`src/rtl/spi_dac_receiver.sv`:
```
// ----------------------------------------------------------------------------
// spi_dac_receiver
//   Receives 16-bit SPI frames (mode 0, MSB first) on the system clock and
//   splits them into a 4-bit control nibble and 12-bit data word.
//
// Parameters
//   SYNC_STAGES : input synchronizer depth for CS/SCLK/SDI (2..4)
//   DATA_STEP   : expected increment between consecutive data words
//
// Ports
//   clk         : system clock, rising edge
//   rst_n       : asynchronous active-low reset
//   CS          : frame select, active low
//   SCLK        : serial clock, data sampled on its rising edge
//   SDI         : serial data, MSB first
//   word_valid  : 1-cycle strobe, complete 16-bit frame received
//   ctrl        : received word bits [15:12]
//   data        : received word bits [11:0]
//   frame_error : 1-cycle strobe, malformed frame (short or overrun)
//   seq_error   : 1-cycle strobe with word_valid on a sequence violation
//
// Optional feature
//   SPI_DAC_RECEIVER_SEQ_CHECK_EN : when defined, each received data word is
//   checked against (previous + DATA_STEP) mod 4096; 0 is always accepted.
//   When undefined, seq_error is tied low.
// ----------------------------------------------------------------------------
module spi_dac_receiver #(
   parameter int SYNC_STAGES = 2,
   parameter int DATA_STEP   = 16
) (
   input  logic        clk,
   input  logic        rst_n,
   input  logic        CS,
   input  logic        SCLK,
   input  logic        SDI,
   output logic        word_valid,
   output logic [3:0]  ctrl,
   output logic [11:0] data,
   output logic        frame_error,
   output logic        seq_error
);

   typedef enum logic [1:0] {
      ST_IDLE,
      ST_RECV,
      ST_OVERRUN
   } state_t;

   // Input synchronizers and edge detection
   logic [SYNC_STAGES-1:0] r_cs_sync;
   logic [SYNC_STAGES-1:0] r_sclk_sync;
   logic [SYNC_STAGES-1:0] r_sdi_sync;
   logic                   r_cs_d;
   logic                   r_sclk_d;
   logic [SYNC_STAGES:0]   r_vld;
   logic                   r_armed;
   logic                   r_cs_rise;
   logic                   r_cs_fall;
   logic                   r_sclk_rise;
   logic                   r_sdi_bit;

   logic w_cs_last;
   logic w_sclk_last;
   logic w_armed;

   assign w_cs_last   = r_cs_sync[SYNC_STAGES-1];
   assign w_sclk_last = r_sclk_sync[SYNC_STAGES-1];
   // r_vld tracks which synchronizer stages hold real pin samples rather than
   // reset values, so a CS held low across reset is not taken as a fresh fall.
   assign w_armed     = r_armed | (r_vld[SYNC_STAGES] & r_cs_d);

   always_ff @(posedge clk or negedge rst_n) begin
      if (!rst_n) begin
         r_cs_sync   <= '1;
         r_sclk_sync <= '0;
         r_sdi_sync  <= '0;
         r_cs_d      <= 1'b1;
         r_sclk_d    <= 1'b0;
         r_vld       <= '0;
         r_armed     <= 1'b0;
         r_cs_rise   <= 1'b0;
         r_cs_fall   <= 1'b0;
         r_sclk_rise <= 1'b0;
         r_sdi_bit   <= 1'b0;
      end else begin
         r_cs_sync   <= {r_cs_sync[SYNC_STAGES-2:0], CS};
         r_sclk_sync <= {r_sclk_sync[SYNC_STAGES-2:0], SCLK};
         r_sdi_sync  <= {r_sdi_sync[SYNC_STAGES-2:0], SDI};
         r_cs_d      <= w_cs_last;
         r_sclk_d    <= w_sclk_last;
         r_vld       <= {r_vld[SYNC_STAGES-1:0], 1'b1};
         r_armed     <= w_armed;
         r_cs_rise   <= ~r_cs_d & w_cs_last;
         r_cs_fall   <= w_armed & r_cs_d & ~w_cs_last;
         r_sclk_rise <= ~r_sclk_d & w_sclk_last;
         r_sdi_bit   <= r_sdi_sync[SYNC_STAGES-1];
      end
   end

   // Frame FSM
   state_t      r_state, w_state_nxt;
   logic [4:0]  r_cnt, w_cnt_nxt;
   logic [15:0] r_shift, w_shift_nxt;
   logic        r_ok, w_ok;
   logic        r_bad, w_bad;

   always_ff @(posedge clk or negedge rst_n) begin
      if (!rst_n) begin
         r_state <= ST_IDLE;
         r_cnt   <= '0;
         r_shift <= '0;
         r_ok    <= 1'b0;
         r_bad   <= 1'b0;
      end else begin
         r_state <= w_state_nxt;
         r_cnt   <= w_cnt_nxt;
         r_shift <= w_shift_nxt;
         r_ok    <= w_ok;
         r_bad   <= w_bad;
      end
   end

   // CS rise takes priority over an SCLK rise seen in the same cycle.
   always_comb begin
      w_state_nxt = r_state;
      w_cnt_nxt   = r_cnt;
      w_shift_nxt = r_shift;
      w_ok        = 1'b0;
      w_bad       = 1'b0;
      unique case (r_state)
         ST_IDLE: begin
            if (r_cs_fall) begin
               w_state_nxt = ST_RECV;
               w_cnt_nxt   = '0;
               w_shift_nxt = '0;
            end
         end
         ST_RECV: begin
            if (r_cs_rise) begin
               w_state_nxt = ST_IDLE;
               if (r_cnt == 5'd16) w_ok  = 1'b1;
               else                w_bad = 1'b1;
            end else if (r_sclk_rise) begin
               if (r_cnt == 5'd16) begin
                  w_state_nxt = ST_OVERRUN;
               end else begin
                  w_shift_nxt = {r_shift[14:0], r_sdi_bit};
                  w_cnt_nxt   = r_cnt + 5'd1;
               end
            end
         end
         ST_OVERRUN: begin
            if (r_cs_rise) begin
               w_state_nxt = ST_IDLE;
               w_bad       = 1'b1;
            end
         end
         default: w_state_nxt = ST_IDLE;
      endcase
   end

   // Output stage; r_shift is still the finished frame when r_ok is seen,
   // even if a new frame clears it on this same edge.
   logic        r_word_valid;
   logic        r_frame_error;
   logic [3:0]  r_ctrl;
   logic [11:0] r_data;

   always_ff @(posedge clk or negedge rst_n) begin
      if (!rst_n) begin
         r_word_valid  <= 1'b0;
         r_frame_error <= 1'b0;
         r_ctrl        <= '0;
         r_data        <= '0;
      end else begin
         r_word_valid  <= r_ok;
         r_frame_error <= r_bad;
         if (r_ok) begin
            r_ctrl <= r_shift[15:12];
            r_data <= r_shift[11:0];
         end
      end
   end

   assign word_valid  = r_word_valid;
   assign frame_error = r_frame_error;
   assign ctrl        = r_ctrl;
   assign data        = r_data;

`ifdef SPI_DAC_RECEIVER_SEQ_CHECK_EN
   localparam logic [11:0] LP_STEP = 12'(DATA_STEP);

   logic [11:0] r_prev;
   logic        r_first_pending;
   logic        r_seq_error;
   logic [11:0] w_new;
   logic [11:0] w_expect;

   assign w_new    = r_shift[11:0];
   assign w_expect = r_prev + LP_STEP;

   always_ff @(posedge clk or negedge rst_n) begin
      if (!rst_n) begin
         r_prev          <= '0;
         r_first_pending <= 1'b1;
         r_seq_error     <= 1'b0;
      end else begin
         r_seq_error <= r_ok & ~r_first_pending & (w_new != '0) & (w_new != w_expect);
         if (r_ok) begin
            r_prev          <= w_new;
            r_first_pending <= 1'b0;
         end
      end
   end

   assign seq_error = r_seq_error;
`else
   assign seq_error = 1'b0;
`endif

endmodule

```
`config.mk`:
```
export PLATFORM = sky130hd
export DESIGN_NAME = spi_dac_receiver
export DESIGN_NICKNAME = d
export VERILOG_FILES = /design/src/rtl/spi_dac_receiver.sv
export SDC_FILE = /design/constraint.sdc
export NUM_CORES = 1
export LEC_CHECK = 0
export ABC_AREA = 1
export CAP_MARGIN = 40
export CORE_MARGIN = 1
export CORE_UTILIZATION = 35
export CTS_CLUSTER_DIAMETER = 60
export DETAILED_ROUTE_END_ITERATION = 16
export PLACE_DENSITY = 0.6
export SYNTH_ARGS = -nofsm -noshare
export SYNTH_HDL_FRONTEND = slang
export SYNTH_SLANG_ARGS = --single-unit
export TNS_END_PERCENT = 10
```
`constraint.sdc`:
```
create_clock -name clk -period 1.6 [get_ports clk]
set_input_delay 0.24 -clock clk [delete_from_list [all_inputs] [get_ports clk]]
set_output_delay 0.24 -clock clk [all_outputs]
set_load 0.03 [all_outputs]
```
Yosys cells after proc, flatten, opt, wreduce, memory -nomap -nowiden:

Index checks and enable logic that the tools add are counted.

* flip-flop bits (word level): 59
* input port bits: 5
* logic and storage cells: 67
* output and inout port bits: 19

* bitwise gates (word level): 9
* eq/ne operators: 10
* $add $sub $neg: 1
* mux-type cells: 23
* reductions and logical operators: 4

Operators by type and width (count)
* two-way mux 16 bit: 4
* one-hot mux 16 bit (2 select lines): 1
* two-way mux 5 bit: 4
* two-way mux 2 bit: 5
* != test 2 bit (second input constant): 5
* one-hot mux 5 bit (2 select lines): 1
* two-way mux 1 bit: 6
* != test 3 bit (second input constant): 2
* one-hot mux 2 bit (3 select lines): 1
* adder 5 x 1 -> 5 bit (second input constant): 1
* bitwise AND 1 bit: 5
* == test 5 bit (second input constant): 1
* AND reduction 5 bit: 1
* AND reduction 4 bit: 1
* NOT 1 bit: 3
* == test 2 x 1 -> 1 bit (second input constant): 1
* == test 2 bit (second input constant): 1
* zero test 2 bit: 1
* one-hot mux 1 bit (2 select lines): 1
* nonzero test 2 bit: 1
* bitwise OR 1 bit: 1

Logic depth before layout (Yosys ltp):

* word-level depth: 5
* gate-level depth with buffers: 9
* gate-level depth less buffers: 9

Worst setup path before layout:

No wires, ideal clock.

* path kind: reg2reg
* start point: register r_state[1]
* end point: register r_shift[10]
* cell stages (with the launch flop): 10
* path buffers: 1
* setup slack: 0.179 ns
* clock period less this slack: 1.421 ns
* setup time: 0.117 ns
* data required time: 1.483 ns
* arrival time: 1.304 ns
* cells stage by stage: dfrtp_1 inv_1 ha_1 inv_2 nand2_1 nand2_1 nand3_2 buf_4 nand2_1 nand2_1

* cells in the longest elaborated chain, start to end: 3
* elaborated cells on any way between the ends: 9
* classes of those cells: 5 x eq/ne; 1 x mux; 3 x reduce/logical

RTL lines
* from (decl): line 101 `state_t r_state, w_state_nxt;`
* from (signal assigned): line 115 `r_state <= w_state_nxt;`
* == test 2 x 1 -> 1 bit or zero test 2 bit (tied branches): line 130 `unique case (r_state)`
* != test 2 bit (no source line) or nonzero test 2 bit (tied branches)
* AND reduction 5 bit (no source line)
* to (signal assigned): line 117 `r_shift <= w_shift_nxt;`
* to (decl): line 103 `logic [15:0] r_shift, w_shift_nxt;`

Parallel ways exist; a longest one is shown, timed or not.
A chain may end at the register's enable or synchronous reset.

Worst setup path after layout:

* start point: register r_frame_error, in the netlist frame_error
* end point: output port frame_error

RTL lines
* from (decl): line 165 `logic r_frame_error;`
* from (signal assigned): line 177 `r_frame_error <= r_bad;`
* to (decl): line 39 `output logic frame_error,`

No word-level cell between the ends.

==> metrics.yaml <==
setup_path:
  reg2reg_from: "r_state[0]$_DFFE_PN0P_"
  timing.critical_path.required_ns: 1.36
  critical-path-max-stage-delay_ns: 0.66
  slowest_stage: "clkdlybuf4s50_1"
  worstPathCellList: "clkdlybuf4s50_1"
  critical_path.top_delay_family: "buffers and inverters"
  critPathLaunch: "frame_error$_DFF_PN0_"
  cp_num_buf_inv: 1
  crit_arrival_ns: 1.32
  endpoint_kind: "output pin"
  critical_path_class: "reg2out"
  start_kind: "flip-flop"
  cp_max_fo: 1
clocking:
  cts.sinks: 59
  cts_tree: "built"
  cts_max_level: 3
  cts_buffer_depth: 2
  cts_root_buffer: "clkbuf_8"
  clk_latency_ns: 0.34
  clk_pin_slew_ns: 0.06
  numCtsBuffers: 9
global_routing:
  grt_pass1_vias: 1566
  grt.overflow.total: 0
  grt_first_pass_wirelength_um: 7182
  grt_use_total: 0.1339
  grt_start_max_net_pins: 23
  antenna_found_initial: 0
yosys:
  synthDistinctLibCells: 20
  synth.ff_latch_count: 59
  synthMuxAreaShare: 0.07660
  yosys-top-cells-area: "dfrtp_1, nand2_1, mux2_2"
  synth.top_cell.area_share: 0.5957
  synth_top_family_by_area: "simple AND/OR/NAND/NOR gates"
  synthSimpleGateAreaFrac: 0.1862
  synthXorXnorAreaFrac: 0
  syn_nets: 228
  synthesis.area_um2: 2352
  syn_inst: 217
  yosysTopAreaCell: "dfrtp_1"
  synth_adder_area_share: 0.03191
  yosys_warnings: 0
  yosysSeqAreaShare: 0.6293
  syn_area_per_cell_um2: 10.84
  synth-compound-area-share: 0.01915
cells_and_area:
  fin_nets: 262
  fillCellCount: 592
  post-route-util: 0.4580
  final_cell_mix: "nand2_1, dfrtp_1, nand3_1"
  drive_gt1_frac: 0.1992
  final_common_cell: "nand2_1"
  fin_area_um2: 2942
  antenna_cells: 0
  syn_to_final_growth_pct: 25.05
status:
  violations: "DRC"
  status: "finished, violations left"
pwr:
  power_density_nw_per_um2: 1427
  ir_drop_v: 0.0007373
  p_leak_nw: 1.609
sta:
  min_period_over_period: 0.9730
  hold_viol_final: 0
  finalCriticalPeriod_ns: 1.557
  layout_setup_ws_ns: 0.04319
  setup_tns_ns: 0
  setup_viol: 0
  rsz0062_at_grt: "no"
  skew_ns: 0.006695
  hold_slack_ns: 0.3041
  fmax_mhz: 642.3
  slew_viol_final: 0
placed_design:
  portBuffers: 22
  gp_congestion: 0.8285
  place_hpwl_um: 2589
  dpl_cell_area_um2: 2713
  preCtsSetupSlack_ns: 0.03861
die:
  coreArea_um2: 6422
  die_height_um: 83.98
  rows: 29
  ios: 24
  dieArea_um2: 7053
  start_util: 0.3663
  die_w_um: 83.98
drt:
  drtAntennaViolNets: 0
  routed-wl-met3_um: 162
  vias_per_cell: 4.625
  drc: 4
  wl_met1_um: 1805
  drt_iter0_markers: 69
  wl_met2_um: 1916
  wirelength_um: 3929
  first_pass_iters: 10
  highest_layer: "met4"
  vias: 1540
  wire_per_inst_um: 11.80
run:
  max-cap-violations: 0
worst_hold_path:
  holdCritStartpoint: "CS"
  min_path_type: "in2reg"
[cell usage after synthesis]
cell type,instances
nand2_1,68
dfrtp_1,56
nand3_1,23
inv_1,17
mux2_2,16
nor2_1,10
ha_1,6
buf_6,3
dfstp_2,3
a21oi_4,2
buf_2,2
buf_4,2
conb_1,2
a21o_1,1
inv_2,1
nand3_2,1
nand4_1,1
nor2_2,1
nor3b_1,1
o21ai_0,1
[flip-flops by register name, indices dropped and copies added (netlist names), 2 cells and up]
name	cells
r_state	2
data	12
r_sdi_sync	2
r_cnt	5
r_vld	3
r_cs_sync	2
r_sclk_sync	2
r_shift	16
ctrl	4
[final timing paths]
check	depth (start not counted)	slack, ns	end
max in group asynchronous	3	0.65	r_cs_sync[0]$_DFF_PN1_
max reg2reg	9	0.12	r_cnt[4]$_DFFE_PN0P_
min reg2reg	0	0.35	frame_error$_DFF_PN0_
min	1	0.30	r_cs_sync[0]$_DFF_PN1_
min in group asynchronous	2	0.39	r_shift[4]$_DFFE_PN0P_
max	1	0.04	frame_error
[per-stage QoR]
stage | cells | total power [mW]
6_report | 333 | 4.196
5_1_grt | 333 | 4.444
4_1_cts | 332 | 4.203
3_5_place_dp | 315 | 2.756
3_3_place_gp | 315 | 2.737
2_1_floorplan | 217 | 2.420
[power by group]
part	switching [mW]	internal (mW)	total [mW]
combinational	0.662	0.433	1.10
sequential	0.0804	1.60	1.68
clock	0.578	0.847	1.42
total	1.32	2.88	4.20
[worst reg2reg max path, cell delays in order, from the launching register on]
cell     delay [ns]
dfrtp_1        0.44
inv_2          0.08
ha_1           0.21
nand2_1        0.11
nand2_2        0.09
inv_2          0.07
nand3_2        0.09
buf_12         0.17
nand2_1        0.07
nand2_1        0.05
[metal layers]
metal | up-vias | global-route usage
met4 | 0 | 0.06583
met3 | 4 | 0.05638
met5 | - | 0
met1 | 755 | 0.1662
met2 | 27 | 0.2004
li1 | 754 | -
[layout make-up]
class	count	area, µm²	share of cell area
flip-flops and latches	59	1480	0.5032
multi-input cells	133	760.7	0.2586
repair buffers	30	322.8	0.1097
clock buffers	13	168.9	0.05742
well taps	77	96.34	0.03275
inverters	18	67.56	0.02297
clock inverters	3	45.04	0.01531
[repair_timing]
action,in CTS,in global routing
hold endpoints to repair,17,0
hold buffers,1,0
setup endpoints to repair,16,22
resized for setup,16,6
buffers inserted,0,1
[cell families (layout without fill, tap and decap cells)]
| logic type | count (synthesis) | count (layout) |
|---|---|---|
| and+or+nand+nor | 105 | 105 |
| DFF | 59 | 59 |
| buffers and inverters | 25 | 64 |
| muxes | 16 | 16 |
| adders and majority gates | 6 | 6 |
| AOI/OAI and AO/OA | 4 | 4 |
| other | 2 | 2 |
No activity file was read; power rests on OpenSTA's default activity.
==> variant 1 (same flow settings) <==
Register the output `word_valid` once more; this adds one clock of latency there. The other outputs are not delayed to match. Comments in the files are not updated.
--- a/src/rtl/spi_dac_receiver.sv
+++ b/src/rtl/spi_dac_receiver.sv
@@ -182,7 +182,9 @@
       end
    end
 
-   assign word_valid  = r_word_valid;
+   always_ff @(posedge clk) begin
+      word_valid <= r_word_valid;
+   end
    assign frame_error = r_frame_error;
    assign ctrl        = r_ctrl;
    assign data        = r_data;
Formal check against the unedited RTL: same outputs for any inputs over 10 cycles, from zero or initial values and one cycle with rst_n low; that may be too few to reach the edited logic, so the function may still have changed.
==> variant 1 against the unedited design <==
Highest routed layer unchanged. Critical endpoint is now word_valid. Die area increased by 0.84%. Area after synthesis increased by 0.85%. Critical path type unchanged. Setup slack improved by 0.023 ns. Total power decreased by 2.1%. Final area decreased by 0.38%. Register-to-register slack about the same. Sequential cell count increased by 1. Wire length decreased by 4.3%.
==> variant 1: results <==
export IMPL_layoutNonFillerInstCount=335
export IMPL_place_hpwl_um=2550
export IMPL_area_contributors_post_synth="dfrtp_1 (59%), nand2_1 (11%), mux2_2 (7.6%)"
export IMPL_htree_levels=3
export IMPL_yosysUniqueCellTypes=21
export IMPL_fraction_of_final_layout_cells_with_drive_strength_greater_than_1_pct=19.0
export IMPL_synth_cells=218
export IMPL_post_place_cells=318
export IMPL_status="complete, no violations"
export IMPL_fmax_mhz=652
export IMPL_syn_nets=229
export IMPL_drt_first_pass_iters=4
export IMPL_skew_ns=0.00532
export IMPL_number_of_global_route_vias_before_repair=1488
export IMPL_via_density_per_instance=4.44
export IMPL_power_static_leakage_nw=1.62
export IMPL_vdd_ir_drop_worst_mv=0.835
export IMPL_fill_cells=612
export IMPL_worst_setup_slack_before_clock_tree_synthesis_ns=0.116
export IMPL_gp_congestion=0.770
export IMPL_drt_first_iter_violations=98
export IMPL_global_route_usage_total_pct=12.8
export IMPL_largest_reg_flops=16
export IMPL_first_pass_grt_wire_length_um=6920
export IMPL_timing_critical_path_arrival_ns=1.29
export IMPL_grt_antenna_before_repair=0
export IMPL_finalWirelength_um=3760
export IMPL_synth_seq_area_share_pct=63.2
export IMPL_async_flop_share_pct=98.3
## variant 1: changes by cell type after synthesis
cell     change
dfxtp_1      +1
## variant 1: cell type report
cell class	count	area [um^2]	area share, %
sequential	60	1500	51.2
timing repair buffer	31	322	11.0
inverter	18	67.6	2.31
multi-input combinational	133	746	25.4
clock inverter	7	75.1	2.56
tap	77	96.3	3.29
clock buffer	9	124	4.23
## variant 1: metal layers
metal	part of all wire [%]	global-route usage, %	vias to the layer above
met5	0	0	-
met2	45	18.3	25
li1	-	-	751
met1	48	16.8	704
met3	4.6	5.31	9
met4	2.2	6.47	0
## variant 1: power breakdown
part           internal, mW  switching (mW)
logic                 0.419           0.642
clock network         0.725           0.624
registers              1.62          0.0769
## variant 1: cells by family after synthesis
group           count (synthesis)  synth area share [%]
compound gates                  4                  1.90
simple gates                  105                  18.5
other cells                     2                 0.317
buf+inv                        25                  5.33
fa+ha+maj                       6                  3.16
mux                            16                  7.59
flops                          60                  63.2
## variant 1: what timing repair did
item                                    CTS  global route
endpoints found under the hold margin    16             0
hold buffers                              1             0
endpoints found under the setup margin   15             2
gates resized for setup                  15             2
## variant 1: path summary, 6_finish.rpt
kind,from,end,slack (ns),depth (start not counted)
min,CS,r_cs_sync[0],0.30,1
min in group asynchronous,rst_n,data[5],0.37,2
max in group asynchronous,rst_n,r_cs_sync[0],0.68,3
max,word_valid,word_valid,0.07,1
min reg2reg,r_word_valid,word_valid,0.34,0
max reg2reg,r_state[1],r_shift[11],0.12,9
==> variant 2 (config.mk and constraints unchanged) <==
Without the edit above. The parameter `SYNC_STAGES` goes from 2 to 4. Comments in the files are not updated.
--- a/src/rtl/spi_dac_receiver.sv
+++ b/src/rtl/spi_dac_receiver.sv
@@ -25,7 +25,7 @@
 //   When undefined, seq_error is tied low.
 // ----------------------------------------------------------------------------
 module spi_dac_receiver #(
-   parameter int SYNC_STAGES = 2,
+   parameter int SYNC_STAGES = 4,
    parameter int DATA_STEP   = 16
 ) (
    input  logic        clk,
Check against the original RTL: not equivalent (Yosys sat finds a counterexample within 10 cycles, from zero or initial values and one cycle with rst_n low).
==> variant 2 against the unedited design <==
Synthesized cell count is 22% higher. Wire length grew 14%. Setup slack better by 0.016 ns. Sequential cell count increased by 8. Area after synthesis grew 17%. Total power increased by 11%. Hold slack improved by 0.0045 ns. Final cell count is 22% higher. Highest routed layer unchanged. Via count grew 18%. Maximum frequency up 1.0%. Final area rose by 14%.
==> variant 2: results <==
export IMPL_seq_power_share_pct=40.5
export IMPL_first_pass_grt_wire_length_um=8110
export IMPL_fill_cells=701
export IMPL_number_of_warnings_printed_during_yosys_synthesis=0
export IMPL_utilization_pct=45.3
export IMPL_fin_hold_ws_ns=0.309
export IMPL_gp_congestion=0.811
export IMPL_yosysUniqueCellTypes=20
export IMPL_min_path_cells=1
export IMPL_startpoint="word_valid"
export IMPL_ys_top_cells_by_count="nand2_1 (80), dfrtp_1 (62), inv_1 (34), nand4_1 (20), mux2_2 (16)"
export IMPL_yosys_area_share_adder_pct=2.73
export IMPL_timing_rr_end="r_shift[0]"
export IMPL_cell_internal_pwr_mw=3.17
export IMPL_crit_family="buffers and inverters"
export IMPL_synth_xor_area_share_pct=0
export IMPL_place_hpwl_um=2880
export IMPL_layout_nets=314
export IMPL_cp_slowest_stage_delay_ns=0.65
export IMPL_status="complete, no violations"
export IMPL_synth_compound_gate_area_share_pct=0.455
export IMPL_cts_buffers=9
export IMPL_ys_dominant_reg_cell="dfrtp_1"
export IMPL_drt_first_iter_violations=97
export IMPL_async_flop_share_pct=100
export IMPL_grt_antenna_before_repair=0
export IMPL_worst_setup_slack_before_clock_tree_synthesis_ns=0.0526
export IMPL_clock_latency_ns=0.33
export IMPL_fmax_mhz=649
export IMPL_via_density_per_instance=4.47
export IMPL_syn_nets=276
export IMPL_largest_reg_flops=16
export IMPL_synth_area_mux_share_pct=6.55
export IMPL_setup_worst_path_end="word_valid"
export IMPL_drt_first_pass_iters=4
export IMPL_standard_cell_area_after_detailed_placement_um2=3120
export IMPL_skew_ns=0.00650
export IMPL_syn_area_per_cell_um2=10.4
export IMPL_layoutNonFillerInstCount=407
export IMPL_synth_seq_area_share_pct=61.2
export IMPL_area_contributors_post_synth="dfrtp_1 (56%), nand2_1 (11%), mux2_2 (6.6%)"
export IMPL_power_frac_comb_pct=27.8
export IMPL_power_static_leakage_nw=1.91
export IMPL_power_switching_mw=1.50
export IMPL_post_place_cells=387
export IMPL_pin_count_of_the_biggest_net_entering_global_routing=68
export IMPL_timing_reg2reg_setup_slack_ns=0.12
export IMPL_fraction_of_final_layout_cells_with_drive_strength_greater_than_1_pct=20.8
export IMPL_finalWirelength_um=4490
export IMPL_vdd_ir_drop_worst_mv=0.520
export IMPL_timing_critical_path_arrival_ns=1.30
export IMPL_number_of_global_route_vias_before_repair=1764
export IMPL_global_route_usage_total_pct=12.4
variant 2: cell count changes in the layout (fill, tap and decap cells not counted), moves of 3 or more:
cell and change:
buf_12 -4, buf_4 +14, clkbuf_8 -3, clkinv_2 +4, dfrtp_1 +6, inv_1 +19
nand2_1 +13, nand3_1 -15, nand4_1 +19
variant 2: per-layer routing:
layer / track usage, % / wire (um) / part of all wire (%)
met3: 3.62 / 147 / 3.3
met4: 5.65 / 69 / 1.5
met5: 0 / 0 / 0
met2: 19.6 / 2100 / 47
met1: 15.6 / 2180 / 48
variant 2: layout make-up:
class | instances | area share [%]
repair buffers | 40 | 10.4
well taps | 99 | 3.69
multi-input cells | 149 | 25.5
clock inverters | 6 | 2.39
flip-flops and latches | 67 | 50.2
inverters | 36 | 4.10
clock buffers | 10 | 3.80
variant 2: what timing repair did:
action,CTS,global route
setup endpoints to repair,16,23
setup buffers,0,3
pin swaps,0,1
hold buffers,1,0
endpoints found under the hold margin,62,0
resized for setup,16,4
